**src/rtl/fetch_pkg.sv**
```systemverilog
// Shared types and constants for the instruction fetch stage: the NOP that
// decode sees when nothing is queued, the fetch state encoding, and the
// queue entry layout (instruction word plus the PC it was fetched from).
package fetch_pkg;

    localparam logic [31:0] NOP_INSTR = 32'h0000_0013;

    typedef enum logic {
        FETCH = 1'b0,
        FAULT = 1'b1
    } fetch_state_t;

    typedef struct packed {
        logic [31:0] instr;
        logic [31:0] pc;
    } fetch_entry_t;

    // A fetch target is usable only when it sits on a 32-bit word boundary.
    function automatic logic is_word_aligned(input logic [1:0] lsb);
        return (lsb == 2'b00);
    endfunction

endpackage

```
**src/rtl/fetch_queue.sv**
```systemverilog
// Small synchronous FIFO holding fetched words with their PCs. The head is
// read straight from the storage array, so a word pushed at one edge is
// visible at the output in the following cycle. Flush wins over push.
module fetch_queue
    import fetch_pkg::*;
#(
    parameter int DEPTH = 2
) (
    input  logic         clk,
    input  logic         rst_n,
    input  logic         i_push,
    input  fetch_entry_t i_wdata,
    input  logic         i_pop,
    input  logic         i_flush,
    output logic         o_full,
    output logic         o_empty,
    output fetch_entry_t o_head
);

    localparam int AW = $clog2(DEPTH);
    localparam int CW = AW + 1;

    fetch_entry_t  r_mem [DEPTH];
    logic [AW-1:0] r_wr_ptr;
    logic [AW-1:0] r_rd_ptr;
    logic [CW-1:0] r_count;

    logic          w_do_push;
    logic          w_do_pop;

    assign w_do_push = i_push && !i_flush;
    assign w_do_pop  = i_pop && !i_flush && (r_count != '0);

    assign o_full  = (r_count == CW'(DEPTH));
    assign o_empty = (r_count == '0);
    assign o_head  = r_mem[r_rd_ptr];

    // Entry storage: data only, never needs clearing because occupancy guards it.
    always_ff @(posedge clk) begin
        if (w_do_push) begin
            r_mem[r_wr_ptr] <= i_wdata;
        end
    end

    // Pointers and occupancy; a flush simply rewinds everything to empty.
    always_ff @(posedge clk or negedge rst_n) begin
        if (!rst_n) begin
            r_wr_ptr <= '0;
            r_rd_ptr <= '0;
            r_count  <= '0;
        end else if (i_flush) begin
            r_wr_ptr <= '0;
            r_rd_ptr <= '0;
            r_count  <= '0;
        end else begin
            if (w_do_push) begin
                r_wr_ptr <= r_wr_ptr + AW'(1);
            end
            if (w_do_pop) begin
                r_rd_ptr <= r_rd_ptr + AW'(1);
            end
            r_count <= r_count + CW'(w_do_push) - CW'(w_do_pop);
        end
    end

    // A push into a full queue is legal only when the head leaves in the same cycle.
    a_no_overflow: assert property (@(posedge clk) disable iff (!rst_n)
        !(i_push && !i_flush && o_full && !i_pop));

endmodule

```
**src/rtl/instruction_fetch.sv**
```systemverilog
// Fetch stage: owns the PC, issues in-order word requests to instruction
// memory under a credit limit, tags returning words with their request PC
// and queues them for decode. Redirects flush the queue and mark every
// response still in flight as stale. A misaligned redirect target parks the
// stage in FAULT until execute supplies an aligned one.
module instruction_fetch
    import fetch_pkg::*;
#(
    parameter logic [31:0] RESET_PC    = 32'h0000_0000,
    parameter int          QUEUE_DEPTH = 2
) (
    input  logic        clk,
    input  logic        rst_n,
    output logic        imem_req_valid,
    input  logic        imem_req_ready,
    output logic [31:0] imem_addr,
    input  logic        imem_rsp_valid,
    input  logic [31:0] imem_rsp_data,
    input  logic        redirect_valid,
    input  logic [31:0] redirect_pc,
    output logic        instr_valid,
    input  logic        instr_ready,
    output logic [31:0] instruction,
    output logic [31:0] instr_pc,
    output logic        misaligned
);

    localparam int AW = $clog2(QUEUE_DEPTH);
    localparam int CW = AW + 1;
    localparam int SW = CW + 1;

    fetch_state_t  r_state;
    logic [31:0]   r_pc;
    logic [CW-1:0] r_count;
    logic [CW-1:0] r_outstanding;
    logic [CW-1:0] r_drop;
    logic          r_misaligned;

    // PCs of requests accepted by memory, oldest first; consumed one per response.
    logic [31:0]   r_pcq [QUEUE_DEPTH];
    logic [AW-1:0] r_pcq_wr;
    logic [AW-1:0] r_pcq_rd;

    logic          w_accept;
    logic          w_rsp;
    logic          w_keep;
    logic          w_pop;
    logic          w_redir_aligned;
    logic [SW-1:0] w_in_use;
    logic          w_credit_ok;
    logic          w_q_full;
    logic          w_q_empty;
    fetch_entry_t  w_push_entry;
    fetch_entry_t  w_head;

    // Slots committed to requests in flight or words waiting in the queue.
    // The word decode takes this cycle frees its slot at the coming edge, and
    // any new response lands at least one cycle later, so that slot can be
    // re-issued now; this is what keeps a one-cycle memory at full rate.
    assign w_in_use    = SW'(r_outstanding) + SW'(r_count) - SW'(w_pop);
    assign w_credit_ok = (w_in_use < SW'(QUEUE_DEPTH));

    assign imem_req_valid  = rst_n && (r_state == FETCH) && w_credit_ok && !redirect_valid;
    assign imem_addr       = r_pc;
    assign w_accept        = imem_req_valid && imem_req_ready;

    // A response with nothing outstanding cannot belong to this stage; ignore it.
    assign w_rsp           = imem_rsp_valid && (r_outstanding != '0);
    assign w_keep          = w_rsp && (r_drop == '0);
    assign w_redir_aligned = redirect_valid && is_word_aligned(redirect_pc[1:0]);

    assign w_pop           = !w_q_empty && instr_ready;
    assign w_push_entry    = '{instr: imem_rsp_data, pc: r_pcq[r_pcq_rd]};

    assign instr_valid = !w_q_empty;
    assign instruction = w_q_empty ? NOP_INSTR : w_head.instr;
    assign instr_pc    = w_q_empty ? 32'h0000_0000 : w_head.pc;
    assign misaligned  = r_misaligned;

    fetch_queue #(
        .DEPTH (QUEUE_DEPTH)
    ) u_queue (
        .clk     (clk),
        .rst_n   (rst_n),
        .i_push  (w_keep),
        .i_wdata (w_push_entry),
        .i_pop   (w_pop),
        .i_flush (redirect_valid),
        .o_full  (w_q_full),
        .o_empty (w_q_empty),
        .o_head  (w_head)
    );

    // Request-PC storage: written on acceptance, no clearing needed.
    always_ff @(posedge clk) begin
        if (w_accept) begin
            r_pcq[r_pcq_wr] <= r_pc;
        end
    end

    // Request-PC pointers; stale entries are still consumed as their responses arrive.
    always_ff @(posedge clk or negedge rst_n) begin
        if (!rst_n) begin
            r_pcq_wr <= '0;
            r_pcq_rd <= '0;
        end else begin
            if (w_accept) begin
                r_pcq_wr <= r_pcq_wr + AW'(1);
            end
            if (w_rsp) begin
                r_pcq_rd <= r_pcq_rd + AW'(1);
            end
        end
    end

    // Fetch FSM with PC, credit counters, stale-response count and fault flag.
    always_ff @(posedge clk or negedge rst_n) begin
        if (!rst_n) begin
            r_state       <= FETCH;
            r_pc          <= RESET_PC;
            r_count       <= '0;
            r_outstanding <= '0;
            r_drop        <= '0;
            r_misaligned  <= 1'b0;
        end else begin
            r_outstanding <= r_outstanding + CW'(w_accept) - CW'(w_rsp);

            if (redirect_valid) begin
                // Everything still in flight now belongs to the old path, except
                // a response retiring this very cycle, which the flush discards.
                r_count <= '0;
                r_drop  <= r_outstanding - CW'(w_rsp);
            end else begin
                r_count <= r_count + CW'(w_keep) - CW'(w_pop);
                if (w_rsp && (r_drop != '0)) begin
                    r_drop <= r_drop - CW'(1);
                end
            end

            case (r_state)
                FETCH: begin
                    if (redirect_valid && !w_redir_aligned) begin
                        r_state      <= FAULT;
                        r_misaligned <= 1'b1;
                    end else if (w_redir_aligned) begin
                        r_pc <= redirect_pc;
                    end else if (w_accept) begin
                        r_pc <= r_pc + 32'd4;
                    end
                end
                FAULT: begin
                    if (w_redir_aligned) begin
                        r_state      <= FETCH;
                        r_misaligned <= 1'b0;
                        r_pc         <= redirect_pc;
                    end
                end
                default: begin
                    r_state <= FETCH;
                end
            endcase
        end
    end

    // The credit counter must always agree with the queue's own occupancy.
    a_count_sync: assert property (@(posedge clk) disable iff (!rst_n)
        (w_q_full == (r_count == CW'(QUEUE_DEPTH))) && (w_q_empty == (r_count == '0)));

endmodule
```
**config.mk**
```make
export PLATFORM = sky130hd
export DESIGN_NAME = instruction_fetch
export DESIGN_NICKNAME = d
export VERILOG_FILES = /design/src/rtl/fetch_pkg.sv /design/src/rtl/fetch_queue.sv /design/src/rtl/instruction_fetch.sv
export SDC_FILE = /design/constraint.sdc
export NUM_CORES = 1
export LEC_CHECK = 0
export CORE_UTILIZATION = 40
export CTS_CLUSTER_DIAMETER = 30
export DETAILED_ROUTE_END_ITERATION = 8
export MAX_ROUTING_LAYER = met4
export PLACE_DENSITY_LB_ADDON = 0.08
export SLEW_MARGIN = 20
export SYNTH_ARGS = -nofsm -noshare
export SYNTH_HDL_FRONTEND = slang
export SYNTH_SLANG_ARGS = --single-unit
```
**constraint.sdc**
```tcl
create_clock -name clk -period 15.7 [get_ports clk]
set_input_delay 3.14 -clock clk [delete_from_list [all_inputs] [get_ports clk]]
set_output_delay 3.14 -clock clk [all_outputs]
set_load 0.01 [all_outputs]
```
==> impl_metrics.toml, run 1 <==
[status]
outcome = "complete, no violations"

[route]
antenna_left = 0
vias_per_cell = 5.15
first_pass_iters = 4
num_vias = 6483
drc = 0
routedWlPerCell_um = 18.4
drt_iter0_drc = 355
drt-total-wl_um = 23200

[synthesis]
async_reset_ff_share_pct = 19.3
synth_top_area_share_pct = 58.1
ys_types = 45
synth_largest_area_cell = "edfxtp_1"
synth_edf_count = 192
syn_nets = 791
syn_area_per_cell_um2 = 14.0
ys.flop_type = "edfxtp_1"
synth_common_cells = "192 x edfxtp_1, 93 x nor2_1, 68 x mux2i_1"
synth_cells = 709
netlist_area_um2 = 9920
yosysMostFrequentCell = "edfxtp_1"
synth.area.top_cells = "edfxtp_1 58%, dfrtp_1 12%, mux2i_1 6.9%, mux2_2 3.7%, nor2_1 3.5%"
synth-seq-cells = 238
ys_warn_count = 0
ys_seq_area_share_pct = 69.7

[cts]
worst_skew_pair.late_latency_ns = 0.52
clkSinkCount = 238
ctsResizeCount = 0
cts_root_buf = "clkbuf_16"
cts_buffers = 47
cts_tree = "built"
clk_pin_slew_ns = 0.05
ctsHoldBuffers = 0
h-tree-depth = 2
cts_setup_buffers = 0
ctsLongestPathBuffers = 3

[floorplanning]
pin_count = 169
die_h_um = 159
initial_core_util_pct = 40.8
dieArea_um2 = 25400
die_w_um = 159
core.rowCount = 57
core-area_um2 = 24300

[finish]
final_cell_area_um2 = 13600
layout.nets = 980
drive_gt1_share_pct = 13.9
antenna_cells = 0
fill_cells = 1986
syn2layout_area_growth_pct = 37.0

[hold_path]
hold_depth = 0
hp-start = "imem_addr[0]"
hold_path_end = "r_pcq[0][0]"
hp-class = "reg -> reg"

[global_routing]
grt_antenna_before_repair = 0
grt_pass1_vias = 6631
grt_usage_pct = 19.2
grt_pass1_wl_um = 36600
grt.overflow.total = 0
grt_max_degree = 65

[setup_path]
crit_top_cell = "clkdlybuf4s50_1"
crit_chain = "clkdlybuf4s50_1 > nand2_1 > inv_1 > ha_1 > nand2b_1 > fa_1 > and4bb_1 > and2_1 > clkdlybuf4s50_1"
critPathCaptureType = "output port"
r2r-start = "u_queue.r_count[1]"
max_stage_delay_ns = 0.53
rr_worst_depth = 13
worstPathArrival_ns = 5.64
startpoint_type = "input port"
cp_max_fo = 3
rrSetupSlack_ns = 11.91
path_class = "in -> out"
timing.rr.end = "imem_addr[16]"
crit_required_ns = 12.56
cp_slowest_cell = "clkdlybuf4s50_1"

[sta]
grt_setup_unrepaired = "no"
worst_pin_slew_ns = 0.991
setup_viol = 0
max-slew-margin-rel_pct = 33.9
min_period_ns = 8.78
timing.final.crit_share_pct = 55.9
final.setup.tns_ns = 0
maxSlewViolCount = 0
hold_viol = 0
fmax_mhz = 114
fin_skew_ns = 0.0155

[run]
maxCapViolCount = 0

[power_and_ir_drop]
p_switching_mw = 0.585
pwr-share-seq_pct = 38.1
power_frac_clock_pct = 44.3
switching_share_pct = 26.4
ir_drop_mv = 0.0904
p_per_area_nw_per_um2 = 163
p_int_mw = 1.63
p_leak_nw = 4.74
power_frac_comb_pct = 17.6

[placed_design]
hpwlAfterDp_um = 14200
io_buffers = 168
place_area_um2 = 11900
place_congestion = 0.847
-- critical path, delay by kind of cell --
| family | cells | cell delay [ns] |
|---|---|---|
| adders and majority gates | 2 | 0.70 |
| buffers and inverters | 3 | 1.11 |
| and+or+nand+nor | 4 | 0.68 |
-- per-stage QoR --
stage	total power, mW	utilization (%)	worst slack [ns]	hold slack (ns)	instances
final	2.22	55.9	6.92	0.511	1260
after global routing	2.31	55.9	6.82	0.556	1260
after CTS	2.24	55.7	6.95	0.520	1259
after detailed placement	1.25	49.1	6.97	0.501	1172
after global placement	1.23	49.1	6.96	0.480	1172
after floorplan	1.05	-	7.24	0.460	709
-- state kept, by name (all words and copies together), names as in the netlist, named ones only --
register          flops
u_queue.r_wr_ptr      1
r_pcq_rd              1
r_count               2
u_queue.r_mem       128
r_pcq                64
u_queue.r_count       2
misaligned            1
r_pcq_wr              1
r_outstanding         2
r_drop                2
imem_addr            32
u_queue.r_rd_ptr      1
-- cell type report --
cell class              count  area [µm²]  area share, %
multi-input cells         414        2810           20.7
clock buffers              58        1300           9.57
repair buffers            178        1770           13.0
inverters                  19        73.8          0.543
flip-flops and latches    238        6920           50.9
well taps                 324         405           2.98
clock inverters            29         304           2.24
-- per-layer routing --
layer	track usage, %	part of all wire [%]	vias to the layer above
li1	-	-	3038
met1	23.2	42	3159
met2	32.3	50	238
met3	3.52	5.5	48
met4	6.56	2.4	0
met5	-	0	-
-- cells in the final DEF (no fill, tap or decap), drive strengths merged, types with 3 or more instances in the layout --
cell / synthesis / layout
o22ai: 8 / 8
nor3: 5 / 5
clkbuf: 24 / 58
edfxtp: 192 / 192
and2: 7 / 7
a31oi: 3 / 3
a22oi: 3 / 3
inv: 19 / 19
clkinv: 0 / 17
or3: 4 / 4
a2bb2oi: 3 / 3
ha: 11 / 11
mux2i: 68 / 68
xnor2: 8 / 8
and4: 4 / 4
clkinvlp: 0 / 7
and3: 9 / 9
bufinv: 0 / 5
clkdlybuf4s50: 0 / 167
dfrtp: 46 / 46
nand4: 15 / 15
buf: 14 / 11
a21oi: 41 / 41
nand3: 11 / 11
o21ai: 23 / 23
mux2: 33 / 33
nor2: 93 / 93
nand2: 35 / 35
nor4: 5 / 5
xor2: 5 / 5
-- power groups by stage --
stage          Clock [mW]  Combinational [mW]  Sequential [mW]
2_1_floorplan           0               0.220            0.827
3_3_place_gp            0               0.382            0.852
3_5_place_dp            0               0.391            0.855
4_1_cts             0.998               0.394            0.845
5_1_grt              1.03               0.427            0.854
6_report            0.981               0.391            0.844
-- how the worst max path moves through the flow --
stage | start | slack, ns | to | depth (start not counted)
after floorplan | redirect_valid | 7.24 | u_queue.r_mem[0][0] | 3
after global placement | instr_ready | 6.96 | imem_req_valid | 9
after detailed placement | instr_ready | 6.97 | imem_req_valid | 9
after CTS | instr_ready | 6.95 | imem_req_valid | 9
after global routing | instr_ready | 6.82 | imem_req_valid | 9
final | instr_ready | 6.92 | imem_req_valid | 9
-- logic make-up (layout without fill, tap and decap cells) --
| group | count (synthesis) | after routing | synth area share (%) |
|---|---|---|---|
| adder cells (fa/ha/maj) | 12 | 12 | 1.59 |
| AND/OR/NAND/NOR | 194 | 194 | 9.07 |
| multiplexers | 101 | 101 | 10.6 |
| flip-flops | 238 | 238 | 69.7 |
| buffers and inverters | 57 | 284 | 2.32 |
| XOR/XNOR | 13 | 13 | 1.15 |
| AO/OA/AOI/OAI | 94 | 94 | 5.54 |
(Power assumes the default switching activity.)
==> run 2, diff against run 1 <==
==> constraint.sdc (replaced) <==
create_clock -name clk -period 7.3 [get_ports clk]
set_input_delay 1.46 -clock clk [delete_from_list [all_inputs] [get_ports clk]]
set_output_delay 1.46 -clock clk [all_outputs]
set_load 0.01 [all_outputs]
==> impl_metrics.toml, run 2 (synthesized netlist as in run 1, its figures left out) <==
[hold_path]
hold_depth = 0
hp-start = "imem_addr[0]"
hold_path_end = "r_pcq[0][0]"
hp-class = "reg -> reg"

[sta]
max-slew-margin-rel_pct = 34.9
fin_skew_ns = 0.0139
hold_viol = 0
maxSlewViolCount = 0
setup_viol = 0
timing.final.crit_share_pct = 74.5
fmax_mhz = 184
grt_setup_unrepaired = "no"
worst_slack_ns = 1.86
min_period_ns = 5.44
final.setup.tns_ns = 0
worst_pin_slew_ns = 0.977

[setup_path]
crit_chain = "clkdlybuf4s50_1 > nand2_1 > inv_1 > ha_1 > nand2b_1 > fa_1 > and4bb_1 > and2_1 > clkdlybuf4s50_1"
startpoint_type = "input port"
timing.rr.end = "r_pcq[1][23]"
worstPathArrival_ns = 3.98
max_stage_delay_ns = 0.54
rr_worst_depth = 11
path_class = "in -> out"
crit_top_cell = "clkdlybuf4s50_1"
rrSetupSlack_ns = 3.29
crit_required_ns = 5.84
critPathCaptureType = "output port"
cp_max_fo = 3
cp_slowest_cell = "clkdlybuf4s50_1"
r2r-start = "u_queue.r_count[1]"

[cts]
clk_pin_slew_ns = 0.04
h-tree-depth = 2
worst_skew_pair.late_latency_ns = 0.53
cts_root_buf = "clkbuf_16"
ctsResizeCount = 0
cts_tree = "built"
cts_buffers = 52
ctsLongestPathBuffers = 3
ctsHoldBuffers = 0
cts_setup_buffers = 0
clkSinkCount = 238

[route]
drt_iter0_drc = 463
num_vias = 6521
first_pass_iters = 5
drc = 0
antenna_left = 0
vias_per_cell = 5.13
routedWlPerCell_um = 18.2
drt-total-wl_um = 23200

[floorplanning]
die_w_um = 159
die_h_um = 159
dieArea_um2 = 25400
core-area_um2 = 24300
pin_count = 169
core.rowCount = 57
initial_core_util_pct = 40.8

[power_and_ir_drop]
ir_drop_mv = 0.253
p_leak_nw = 4.82
p_per_area_nw_per_um2 = 362

[global_routing]
grt_usage_pct = 19.1
grt_max_degree = 65
grt_antenna_before_repair = 0
grt.overflow.total = 0
grt_pass1_vias = 6786
grt_pass1_wl_um = 36800

[finish]
syn2layout_area_growth_pct = 38.5
layout.nets = 985
final_common_cell = "edfxtp_1"
drive_gt1_share_pct = 14.7
final_util_pct = 56.5
mostFrequentLayoutCells = "192 x edfxtp_1, 167 x clkdlybuf4s50_1, 90 x nor2_1"
antenna_cells = 0
regMostFlops = "u_queue.r_mem"
largest_register_ffs = 128

[placed_design]
place_ws_ns = 1.90
io_buffers = 168
place_congestion = 0.852
hpwlAfterDp_um = 14700

[run]
maxCapViolCount = 0

[status]
outcome = "complete, no violations"
## run 2: changes by cell type in the layout (fill, tap and decap cells not counted), moves of 2 or more
| cell | change |
|---|---|
| bufinv_16 | +3 |
| clkbuf_1 | -2 |
| clkbuf_16 | +4 |
| clkbuf_8 | -4 |
| clkinv_1 | +3 |
| clkinv_2 | +5 |
| clkinv_4 | -4 |
| clkinvlp_4 | +2 |
| inv_6 | +3 |
## run 2: layout make-up
cell class | instances | area, µm²
multi-input cells | 414 | 2810
repair buffers | 178 | 1750
flip-flops and latches | 238 | 6920
inverters | 19 | 73.8
well taps | 324 | 405
clock buffers | 56 | 1340
fillers | 1978 | 10600
clock inverters | 41 | 437
## run 2: report_power, final
part	switching [mW]	total (mW)	internal (mW)	leakage (nW)
logic	0.412	0.841	0.429	1.69
clock network	0.716	2.31	1.60	0.848
registers	0.173	1.82	1.64	2.28
total	1.30	4.97	3.67	4.82
## run 2: stage by stage
step | cells | power (mW) | area [µm²] | hold WS (ns)
2_1_floorplan | 709 | 2.25 | 9920 | 0.460
3_3_place_gp | 1173 | 2.66 | 12000 | 0.485
3_5_place_dp | 1173 | 2.69 | 12000 | 0.489
4_1_cts | 1270 | 5.03 | 13700 | 0.493
5_1_grt | 1270 | 5.18 | 13700 | 0.523
6_report | 1270 | 4.97 | 13700 | 0.496
## run 2: how the worst max path moves through the flow
stage | endpoint | from
after detailed placement | imem_req_valid | instr_ready
after floorplan | u_queue.r_mem[0][0] | redirect_valid
after CTS | imem_req_valid | instr_ready
after global placement | imem_req_valid | instr_ready
final | imem_req_valid | instr_ready
after global routing | imem_req_valid | instr_ready
## run 2: routing by layer
layer	vias to the layer above	track usage, %	part of all wire, %
li1	3050	-	-
met1	3168	23.4	43
met2	263	30.6	48
met3	40	4.38	5.6
met4	0	7.65	2.6
met5	-	-	0
## run 2: worst max-delay path, delay by kind of cell
kind                       cells  cell delay [ns]
adders and majority gates      2             0.72
buffers and inverters          3             1.11
and+or+nand+nor                4             0.69
==> run 3, diff against run 2 <==
==> constraint.sdc (replaced) <==
create_clock -name clk -period 4.6 [get_ports clk]
set_input_delay 0.92 -clock clk [delete_from_list [all_inputs] [get_ports clk]]
set_output_delay 0.92 -clock clk [all_outputs]
set_load 0.01 [all_outputs]
==> impl_metrics.toml, run 3 (synthesized netlist as in run 1, its figures left out) <==
[hold_path]
hp-start = "imem_addr[0]"
hold_path_end = "r_pcq[1][0]"
hp-class = "reg -> reg"
hold_depth = 0

[finish]
fill_cells = 1983
layout.nets = 984
final_cells = 1262
final_common_cell = "edfxtp_1"
syn2layout_area_growth_pct = 36.3
antenna_cells = 0
largest_register_ffs = 128
regMostFlops = "u_queue.r_mem"
drive_gt1_share_pct = 14.1
mostFrequentLayoutCells = "192 x edfxtp_1, 167 x clkdlybuf4s50_1, 90 x nor2_1"

[floorplanning]
core.rowCount = 57
core-area_um2 = 24300
die_w_um = 159
initial_core_util_pct = 40.8
dieArea_um2 = 25400
pin_count = 169
die_h_um = 159

[cts]
ctsHoldBuffers = 0
h-tree-depth = 2
cts_buffers = 45
ctsResizeCount = 0
cts_setup_buffers = 0
cts_root_buf = "clkbuf_16"
clkSinkCount = 238
cts_tree = "built"
worst_skew_pair.late_latency_ns = 0.52
ctsLongestPathBuffers = 3
clk_pin_slew_ns = 0.04

[sta]
fin_skew_ns = 0.0212
worst_pin_slew_ns = 0.933
fmax_mhz = 231
grt_setup_unrepaired = "no"
setup_viol = 0
maxSlewViolCount = 0
max-slew-margin-rel_pct = 37.8
timing.final.crit_share_pct = 94.1
min_period_ns = 4.33
hold_viol = 0
final.setup.tns_ns = 0

[placed_design]
place_congestion = 0.837
dp_cells = 1179
io_buffers = 168
hpwlAfterDp_um = 14100

[setup_path]
rr_worst_depth = 15
crit_required_ns = 3.68
timing.rr.end = "r_outstanding[1]"
cp_max_fo = 3
worstPathArrival_ns = 3.41
critPathCaptureType = "output port"
crit_chain = "clkdlybuf4s50_1 > nand2_1 > inv_1 > ha_1 > nand2b_1 > fa_1 > and4bb_1 > and2_1 > clkdlybuf4s50_1"
cp_slowest_cell = "clkdlybuf4s50_1"
r2r-start = "u_queue.r_count[1]"
path_class = "in -> out"
startpoint_type = "input port"
max_stage_delay_ns = 0.53
rrSetupSlack_ns = 1.20
crit_top_cell = "clkdlybuf4s50_1"

[route]
drt_iter0_drc = 377
routedWlPerCell_um = 17.7
drt-total-wl_um = 22300
drc = 0
antenna_left = 0
vias_per_cell = 5.06
num_vias = 6392
first_pass_iters = 4

[power_and_ir_drop]
p_total_mw = 7.37
p_per_area_nw_per_um2 = 545
ir_drop_mv = 0.271
p_leak_nw = 4.74

[global_routing]
grt_max_degree = 65
grt_antenna_before_repair = 0
grt.overflow.total = 0
grt_usage_pct = 18.5
grt_pass1_wl_um = 35700
grt_pass1_vias = 6708

[run]
maxCapViolCount = 0

[status]
outcome = "complete, no violations"
[run 3: where the power goes]
| part | leakage [nW] | internal, mW | switching (mW) |
|---|---|---|---|
| logic | 1.72 | 0.681 | 0.646 |
| clock network | 0.737 | 2.14 | 1.03 |
| registers | 2.28 | 2.61 | 0.259 |
| total | 4.74 | 5.43 | 1.94 |
[run 3: cell type report]
class	count	area, µm²	area share, %
Clock buffer	54	1200	8.89
Clock inverter	29	304	2.25
Inverter	19	73.8	0.546
Multi-Input combinational cell	414	2800	20.7
Sequential cell	238	6920	51.2
Tap cell	324	405	3.00
Timing Repair Buffer	184	1810	13.4
[run 3: critical path, delay by kind of cell]
kind | cells | cell delay [ns]
buffers and inverters | 3 | 1.11
adders and majority gates | 2 | 0.70
and+or+nand+nor | 4 | 0.68
[run 3: worst max-delay path by stage]
stage	from	endpoint	cells past startpoint
floorplan	redirect_valid	u_queue.r_mem[0][0]	3
global placement	instr_ready	imem_req_valid	9
detailed placement	instr_ready	imem_req_valid	9
CTS	instr_ready	imem_req_valid	9
global route	instr_ready	imem_req_valid	9
finish	instr_ready	imem_req_valid	9
[run 3: routing by layer]
metal / up-vias / global-route usage [%] / part of all wire, %
li1: 3043 / - / -
met1: 3088 / 24.8 / 45
met2: 225 / 28.5 / 48
met3: 36 / 3.52 / 5.6
met4: 0 / 5.99 / 1.8
met5: - / - / 0
[run 3: stage by stage]
stage	hold slack [ns]	setup slack (ns)	util, %	cell area (µm²)
6_report	0.497	0.273	55.6	13500
5_1_grt	0.522	0.160	55.6	13500
3_5_place_dp	0.488	0.284	49.4	12000
4_1_cts	0.498	0.252	55.6	13500
3_3_place_gp	0.487	0.266	49.4	12000
2_1_floorplan	0.460	0.314	-	9920
